File: src/rtl/eth_decap.sv
// Ethernet RX decapsulator: EtherType filter, 14-byte header strip, 8-byte payload realign into eth2pcie FIFO.
// Define ETH_DECAP_STATS_EN to build the frame statistics counters; otherwise the stat outputs read 0.
module eth_decap #(
  parameter logic [15:0] ETHERTYPE  = 16'h3776,
  parameter int          DATA_WIDTH = 64,
  parameter int          KEEP_WIDTH = DATA_WIDTH / 8
) (
  input  logic                  clk156,
  input  logic                  sys_rst,
  input  logic                  s_axis_rx_tvalid,
  input  logic [DATA_WIDTH-1:0] s_axis_rx_tdata,
  input  logic [KEEP_WIDTH-1:0] s_axis_rx_tkeep,
  input  logic                  s_axis_rx_tlast,
  input  logic                  s_axis_rx_tuser,
  output logic                  wr_en,
  output logic [73:0]           din,
  input  logic                  full,
  output logic [31:0]           stat_frames_ok,
  output logic [31:0]           stat_frames_type,
  output logic [31:0]           stat_frames_ovf
);

  localparam logic [2:0] HDR0    = 3'd0;
  localparam logic [2:0] HDR1    = 3'd1;
  localparam logic [2:0] PAYLOAD = 3'd2;
  localparam logic [2:0] FLUSH   = 3'd3;
  localparam logic [2:0] DISCARD = 3'd4;
  localparam logic [2:0] DROP    = 3'd5;
  localparam logic [2:0] TERM    = 3'd6;

  logic [2:0]  state_q, state_d;
  logic [15:0] hold_q, hold_d;
  logic [1:0]  hold_keep_q, hold_keep_d;
  logic        err_lat_q, err_lat_d;
  logic        inprog_q, inprog_d;
  logic        disc_type_q, disc_type_d;
  logic        wr_en_q, wr_en_d;
  logic [73:0] din_q, din_d;
  logic        ev_ok, ev_type, ev_ovf;

  logic [15:0] etype;
  logic [63:0] rw_data;
  logic [7:0]  rw_keep;
  logic        final_now;
  logic        inprog_nxt;

  assign etype      = {s_axis_rx_tdata[39:32], s_axis_rx_tdata[47:40]};
  assign rw_data    = {s_axis_rx_tdata[47:0], hold_q};
  assign rw_keep    = {s_axis_rx_tkeep[5:0], hold_keep_q};
  assign final_now  = s_axis_rx_tlast && (s_axis_rx_tkeep[7:6] == 2'b00);
  assign inprog_nxt = s_axis_rx_tvalid ? ~s_axis_rx_tlast : inprog_q;

  function automatic logic [31:0] sat_inc(input logic [31:0] v);
    return (v == 32'hFFFF_FFFF) ? v : v + 32'd1;
  endfunction

  // Stage p0: decode the incoming beat and form the FIFO entry
  always_comb begin
    state_d     = state_q;
    hold_d      = hold_q;
    hold_keep_d = hold_keep_q;
    err_lat_d   = err_lat_q;
    inprog_d    = inprog_q;
    disc_type_d = disc_type_q;
    wr_en_d     = 1'b0;
    din_d       = din_q;
    ev_ok       = 1'b0;
    ev_type     = 1'b0;
    ev_ovf      = 1'b0;
    case (state_q)
      HDR0: begin
        if (s_axis_rx_tvalid) begin
          if (s_axis_rx_tlast) ev_type = 1'b1;
          else                 state_d = HDR1;
        end
      end
      HDR1: begin
        if (s_axis_rx_tvalid) begin
          hold_d      = s_axis_rx_tdata[63:48];
          hold_keep_d = s_axis_rx_tkeep[7:6];
          if (s_axis_rx_tlast) begin
            ev_type = 1'b1;
            state_d = HDR0;
          end else if (etype != ETHERTYPE) begin
            disc_type_d = 1'b1;
            state_d     = DISCARD;
          end else begin
            state_d = PAYLOAD;
          end
        end
      end
      PAYLOAD: begin
        if (s_axis_rx_tvalid) begin
          hold_d      = s_axis_rx_tdata[63:48];
          hold_keep_d = s_axis_rx_tkeep[7:6];
          if (full) begin
            inprog_d = 1'b0;
            state_d  = s_axis_rx_tlast ? TERM : DROP;
          end else begin
            wr_en_d = 1'b1;
            din_d   = {final_now & ~s_axis_rx_tuser, final_now, rw_keep, rw_data};
            if (final_now) begin
              ev_ok   = s_axis_rx_tuser;
              state_d = HDR0;
            end else if (s_axis_rx_tlast) begin
              err_lat_d = ~s_axis_rx_tuser;
              state_d   = FLUSH;
            end
          end
        end
      end
      FLUSH: begin
        if (full) begin
          inprog_d = s_axis_rx_tvalid & ~s_axis_rx_tlast;
          state_d  = TERM;
        end else begin
          wr_en_d = 1'b1;
          din_d   = {err_lat_q, 1'b1, 6'b0, hold_keep_q, 48'b0, hold_q};
          ev_ok   = ~err_lat_q;
          state_d = HDR0;
          // The next frame's first header beat may already be here
          if (s_axis_rx_tvalid) begin
            if (s_axis_rx_tlast) ev_type = 1'b1;
            else                 state_d = HDR1;
          end
        end
      end
      DISCARD: begin
        if (s_axis_rx_tvalid && s_axis_rx_tlast) begin
          ev_type     = disc_type_q;
          disc_type_d = 1'b0;
          state_d     = HDR0;
        end
      end
      DROP: begin
        if (s_axis_rx_tvalid && s_axis_rx_tlast) begin
          inprog_d = 1'b0;
          state_d  = TERM;
        end
      end
      TERM: begin
        inprog_d = inprog_nxt;
        if (!full) begin
          wr_en_d     = 1'b1;
          din_d       = {1'b1, 1'b1, 8'h00, 64'h0};
          ev_ovf      = 1'b1;
          disc_type_d = 1'b0;
          inprog_d    = 1'b0;
          state_d     = inprog_nxt ? DISCARD : HDR0;
        end
      end
      default: state_d = HDR0;
    endcase
  end

  // Stage p1: registered FIFO write and FSM state
  always_ff @(posedge clk156) begin
    if (sys_rst) begin
      state_q     <= HDR0;
      hold_q      <= 16'h0;
      hold_keep_q <= 2'b00;
      err_lat_q   <= 1'b0;
      inprog_q    <= 1'b0;
      disc_type_q <= 1'b0;
      wr_en_q     <= 1'b0;
      din_q       <= 74'h0;
    end else begin
      state_q     <= state_d;
      hold_q      <= hold_d;
      hold_keep_q <= hold_keep_d;
      err_lat_q   <= err_lat_d;
      inprog_q    <= inprog_d;
      disc_type_q <= disc_type_d;
      wr_en_q     <= wr_en_d;
      din_q       <= din_d;
    end
  end

  assign wr_en = wr_en_q;
  assign din   = din_q;

`ifdef ETH_DECAP_STATS_EN
  logic [31:0] cnt_ok_q, cnt_ok_d;
  logic [31:0] cnt_type_q, cnt_type_d;
  logic [31:0] cnt_ovf_q, cnt_ovf_d;

  always_comb begin
    cnt_ok_d   = ev_ok   ? sat_inc(cnt_ok_q)   : cnt_ok_q;
    cnt_type_d = ev_type ? sat_inc(cnt_type_q) : cnt_type_q;
    cnt_ovf_d  = ev_ovf  ? sat_inc(cnt_ovf_q)  : cnt_ovf_q;
  end

  always_ff @(posedge clk156) begin
    if (sys_rst) begin
      cnt_ok_q   <= 32'h0;
      cnt_type_q <= 32'h0;
      cnt_ovf_q  <= 32'h0;
    end else begin
      cnt_ok_q   <= cnt_ok_d;
      cnt_type_q <= cnt_type_d;
      cnt_ovf_q  <= cnt_ovf_d;
    end
  end

  assign stat_frames_ok   = cnt_ok_q;
  assign stat_frames_type = cnt_type_q;
  assign stat_frames_ovf  = cnt_ovf_q;
`else
  logic [31:0] unused_stats;
  assign unused_stats     = sat_inc({29'h0, ev_ok, ev_type, ev_ovf});
  assign stat_frames_ok   = 32'h0;
  assign stat_frames_type = 32'h0;
  assign stat_frames_ovf  = 32'h0;
`endif

endmodule

File: config.mk
export PLATFORM = sky130hd
export DESIGN_NAME = eth_decap
export DESIGN_NICKNAME = d
export VERILOG_FILES = /design/src/rtl/eth_decap.sv
export SDC_FILE = /design/constraint.sdc
export NUM_CORES = 1
export LEC_CHECK = 0
export CORE_UTILIZATION = 43
export CTS_CLUSTER_SIZE = 16
export DETAILED_ROUTE_END_ITERATION = 16
export GPL_ROUTABILITY_DRIVEN = 0
export PLACE_DENSITY = 0.86
export SETUP_SLACK_MARGIN = 0.5
export SYNTH_ARGS = -nofsm -noshare
export SYNTH_HDL_FRONTEND = slang
export SYNTH_SLANG_ARGS = --single-unit
File: constraint.sdc
create_clock -name clk156 -period 3.3 [get_ports clk156]
set_clock_uncertainty 0.1 [all_clocks]
set_input_delay 0.495 -clock clk156 [delete_from_list [all_inputs] [get_ports clk156]]
set_output_delay 0.495 -clock clk156 [all_outputs]
set_load 0.03 [all_outputs]
==> results_dict.tcl, run 1 <==
set metrics [dict create \
    cts_sinks 98 \
    dr.pass1.iters 4 \
    cp-start-kind "flop" \
    post_cts.repair.setup_buffers 0 \
    drive_gt1_share_pct 5.01 \
    setup_tns_ps 0 \
    syn_area_per_cell_um2 8.39 \
    ys_warn_count 0 \
    hold_viol_final 0 \
    start_util_pct 44.1 \
    fin_area_mm2 0.00613 \
    antenna_found_initial 0 \
    vias 3977 \
    die_area_mm2 0.0115 \
    cts-buffers-inserted 9 \
    syn-cell-area_mm2 0.00475 \
    synth.yosys.seq_area_share_pct 41.3 \
    die_h_um 107 \
    overflow 0 \
    track_usage_pct 18.8 \
    dp_hpwl_um 7370 \
    yosysUniqueCellTypes 47 \
    rsz0062_at_grt "false" \
    netlist_top_cells_area "dfxtp_1 41%, buf_4 17%, a21oi_1 8.0%" \
    status "complete, no violations" \
    async_reset_ff_share_pct 0 \
    synthCells 567 \
    first_global_vias 3485 \
    cts_buffer_depth 2 \
    finalWirelength_um 11000 \
    synth_ff_type "dfxtp_1" \
    synth_area_leader_cell "dfxtp_1" \
    power_density_mw_per_mm2 378 \
    routedWlPerCell_um 13.1 \
    fp-row-count 38 \
    slew_viol_final 0 \
    io_pins 249 \
    setup_viol 0 \
    path_class "reg -> reg" \
    ctsResizeCount 0 \
    placed_cells 823 \
    syn_to_final_growth_pct 28.9 \
    max_cap_viol_count 0 \
    setup.worst_path.end_class "flop" \
    grt_max_degree 74 \
    htree_levels 3 \
    cts_tree "yes" \
    crit_arrival_ps 2410 \
    core_area_mm2 0.0108 \
    ir_drop_mv 0.263 \
    nets 772 \
    final_cells 839 \
    ys_seq_elements 98 \
    drtIter0Drc 196 \
    drtAntennaViolNets 0 \
    finalCritPeriodShare_pct 67.5 \
    worst_ep_required_time_ps 3480 \
    grt_pass1_wl_um 17000 \
    diodes 0 \
    fmax_mhz 449 \
    leakagePower_nw 2.19 \
    path_max_fanout 48 \
    ctsHoldBuffers 0 \
    slew_headroom_pct 57.9 \
    synth_top_area_share_pct 41.3 \
    tightest_slew_ps 630 \
    dpl_cell_area_mm2 0.00592 \
    yosysMostFrequentCell "buf_4" \
    clock_latency_ps 350 \
    clk_pin_slew_worst_paths_ps 100 \
    hold_path.class "reg -> reg" \
    drc_errors 0 \
    cts_root_buffer "clkbuf_8" \
    via_per_inst 4.74 \
    die_x_um 107 \
    min_period_ps 2230 \
    port_buffers 152 \
    yosys-top-cells-count "105 x buf_4, 98 x dfxtp_1, 76 x a21oi_1" \
    synth_edf_count 0 \
]
[cell families after synthesis]
kind of cell           Yosys count  synth area share, %
buffers and inverters          143                 21.3
muxes                           19                 4.00
AOI/OAI and AO/OA              102                 12.9
DFF                             98                 41.3
other                            1               0.0789
and+or+nand+nor                204                 20.4
[final cells by class]
cell class | count | area [µm²]
fillers | 1005 | 4670
multi-input cells | 421 | 2150
flip-flops and latches | 98 | 1960
repair buffers | 161 | 1620
well taps | 140 | 175
clock buffers | 10 | 138
clock inverters | 6 | 65.1
inverters | 3 | 11.3
[worst max-delay path, stage by stage (launching register included)]
cell,delay (ps)
dfxtp_1,740
and2b_2,320
o211a_4,390
buf_12,290
nand3_1,100
a21oi_1,180
[cells in the final DEF (no fill, tap or decap), types with 2 or more instances in the layout]
cell and n:
nand2b_1 5, o21ai_0 2, buf_4 7, o32ai_1 2, and4b_1 2, a21oi_1 75, clkbuf_8 10, a311oi_1 4
clkdlybuf4s50_1 151, buf_12 3, nor4b_1 2, clkinv_2 2, a21o_1 2, nand2_1 75, nor2_1 25, nor3_1 2
and3b_1 3, nor4bb_1 2, nor3b_1 2, dfxtp_1 98, o2bb2ai_1 2, nor2b_1 5, inv_1 3, mux2i_1 19
nand3_1 74, conb_1 96
[flip-flops by register name (all words and copies together), names as in the netlist]
name	cells
inprog_q	1
wr_en	1
err_lat_q	1
hold_keep_q	2
din	74
state_q	3
hold_q	16
[power breakdown]
| group | leakage (nW) | internal, mW | total [mW] | switching [mW] |
|---|---|---|---|---|
| Combinational | 1.30 | 0.108 | 0.319 | 0.211 |
| Clock | 0.103 | 0.373 | 0.794 | 0.421 |
| Sequential | 0.790 | 1.19 | 1.20 | 0.00879 |
| Total | 2.19 | 1.67 | 2.31 | 0.641 |
[final timing paths]
check,cells past startpoint,slack [ps],startpoint,end
setup / recovery,5,1070,state_q[1],din[50]
hold / removal,2,350,din[1],din[1]
setup reg to reg,5,1070,state_q[1],din[50]
hold reg to reg,2,350,din[1],din[1]
[per-stage QoR]
| step | setup slack, ps | hold WS, ps | util (%) | total power, mW |
|---|---|---|---|---|
| after floorplan | 1540 | 347 | - | 1.52 |
| after global placement | 834 | 337 | 54.9 | 1.54 |
| after detailed placement | 742 | 342 | 54.9 | 1.54 |
| after CTS | 1060 | 355 | 56.8 | 2.34 |
| after global routing | 915 | 370 | 56.8 | 2.42 |
| final | 1070 | 352 | 56.8 | 2.31 |
[routing by layer]
layer	part of all wire, %	routed length [µm]	global-route usage, %	vias up
met5	0	0	0	-
met4	1.5	165	5.77	0
met3	6.8	745	5.29	16
met2	50	5440	32.2	155
met1	42	4610	22.6	1828
li1	-	-	-	1978
Note: power is estimated with default switching activity, not from simulation.
==> run 2: changes to the inputs <==
--- a/config.mk
+++ b/config.mk
@@ -5,11 +5,11 @@
 export SDC_FILE = /design/constraint.sdc
 export NUM_CORES = 1
 export LEC_CHECK = 0
-export CORE_UTILIZATION = 43
+export CORE_UTILIZATION = 36
 export CTS_CLUSTER_SIZE = 16
 export DETAILED_ROUTE_END_ITERATION = 16
 export GPL_ROUTABILITY_DRIVEN = 0
-export PLACE_DENSITY = 0.86
+export PLACE_DENSITY = 0.77
 export SETUP_SLACK_MARGIN = 0.5
 export SYNTH_ARGS = -nofsm -noshare
 export SYNTH_HDL_FRONTEND = slang
==> constraint.sdc (replaced) <==
create_clock -name clk156 -period 1.95 [get_ports clk156]
set_clock_uncertainty 0.1 [all_clocks]
set_input_delay 0.2925 -clock clk156 [delete_from_list [all_inputs] [get_ports clk156]]
set_output_delay 0.2925 -clock clk156 [all_outputs]
set_load 0.03 [all_outputs]
==> results_dict.tcl, run 2 (synthesis results as in run 1) <==
set metrics [dict create \
    r2r_slack_ps 380 \
    grt_max_degree 50 \
    cts_sinks 98 \
    track_usage_pct 17.5 \
    syn_to_final_growth_pct 54.1 \
    cts_tree "yes" \
    vias 4246 \
    fillers 1116 \
    fmax_mhz 637 \
    drtAntennaViolNets 0 \
    final_cell_mix "96 x conb_1, 95 x dfxtp_1, 74 x nand2_1" \
    fp-row-count 41 \
    ctsHoldBuffers 0 \
    rsz0062_at_grt "true" \
    crit_arrival_ps 1700 \
    max_cap_viol_count 0 \
    r2r_cells 6 \
    seqCellArea_mm2 0.00197 \
    start_util_pct 37.2 \
    grt_pass1_wl_um 18200 \
    switching_share_pct 27.9 \
    final_util_pct 57.3 \
    via_per_inst 4.65 \
    diodes 0 \
    timing.hold.ws_ps 219 \
    slew_viol_final 0 \
    drc_errors 0 \
    io_pins 249 \
    whs_endpoint "din[68]" \
    min_period_ps 1570 \
    core_area_mm2 0.0128 \
    leakagePower_nw 2.63 \
    die_x_um 117 \
    internal-power_mw 3.29 \
    cts_buffer_depth 2 \
    status "complete, no violations" \
    path_max_fanout 8 \
    routedWlPerCell_um 14.0 \
    hold_path.class "in -> reg" \
    clk_pin_slew_worst_paths_ps 70 \
    dr.pass1.iters 4 \
    cts-buffers-inserted 9 \
    switchingPower_mw 1.27 \
    cts_root_buffer "clkbuf_16" \
    r2r-start "state_q[0]" \
    path_class "reg -> reg" \
    multi_input_area_mm2 0.00256 \
    port_buffers 152 \
    largest_reg_flops 74 \
    antenna_found_initial 0 \
    power_frac_clock_pct 41.5 \
    worst_ep_required_time_ps 2080 \
    finalWirelength_um 12800 \
    clock_latency_ps 360 \
    dp_hpwl_um 7940 \
    hold_viol_final 0 \
    power_density_mw_per_mm2 623 \
    setup_viol 0 \
    pwr-share-comb_pct 14.1 \
    htree_levels 3 \
    cp-start-kind "flop" \
    drtIter0Drc 176 \
    regToRegEndpoint "din[73]" \
    min_from "sys_rst" \
    drive_gt1_share_pct 30.2 \
    hold_depth 2 \
    die_h_um 117 \
    ir_drop_mv 0.453 \
    final_common_cell "conb_1" \
    setup.worst_path.end_class "flop" \
    overflow 0 \
    die_area_mm2 0.0137 \
    finalCritPeriodShare_pct 80.5 \
    nets 814 \
    p_seq_share_pct 44.5 \
    first_global_vias 3724 \
]
-- run 2: worst max-delay path: stages, from the launching register on --
cell and delay, ps:
dfxtp_4 370, nor2b_1 130, buf_4 140, o21ai_4 230
buf_12 180, mux2i_1 210, a211oi_1 90
-- run 2: timing repair --
item                                    4_1_cts  5_1_grt
resized for setup                           253       74
hold endpoints to repair                      0        0
cloned                                        3        4
setup buffers                                16        3
endpoints found under the setup margin      173      108
pin swaps                                    19       38
-- run 2: final cells by class --
class / count / share of cell area (%)
Multi-Input combinational cell: 421 / 35.0
Timing Repair Buffer: 203 / 30.6
Sequential cell: 98 / 26.9
Clock buffer: 9 / 3.07
Tap cell: 172 / 2.94
Clock inverter: 7 / 1.26
Inverter: 3 / 0.154
-- run 2: power by group through the flow --
stage | logic (mW) | clock network (mW) | registers, mW
2_1_floorplan | 0.512 | 0 | 2.07
6_report | 0.642 | 1.89 | 2.03
3_5_place_dp | 0.561 | 0 | 2.08
5_1_grt | 0.686 | 2.05 | 2.03
4_1_cts | 0.611 | 1.96 | 2.03
3_3_place_gp | 0.560 | 0 | 2.08
-- run 2: per-stage QoR --
step / worst slack (ps) / cell area (µm²) / TNS [ps] / power [mW] / cells
4_1_cts: 392 / 6990 / 0 / 4.59 / 906
3_3_place_gp: -55.8 / 6260 / -55.8 / 2.64 / 871
5_1_grt: 297 / 7320 / 0 / 4.76 / 913
3_5_place_dp: -86.8 / 6260 / -86.8 / 2.64 / 871
6_report: 380 / 7320 / 0 / 4.56 / 913
2_1_floorplan: 435 / 5270 / 0 / 2.58 / 662
-- run 2: worst max path at each step --
stage,to,start,slack (ps),depth (start not counted)
after global routing,state_q[2],state_q[0],300,6
after detailed placement,state_q[2],s_axis_rx_tdata[32],-90,6
after CTS,din[27],state_q[0],390,7
after global placement,state_q[2],s_axis_rx_tdata[32],-60,6
final,din[73],state_q[0],380,6
after floorplan,din[12],s_axis_rx_tvalid,440,7
-- run 2: per-layer routing --
layer	global-route usage, %	vias up	routed length (µm)
met5	0	-	0
met4	5.91	0	177
met3	5.92	16	857
met2	29.6	165	6370
met1	20.8	1987	5410
li1	-	2078	-
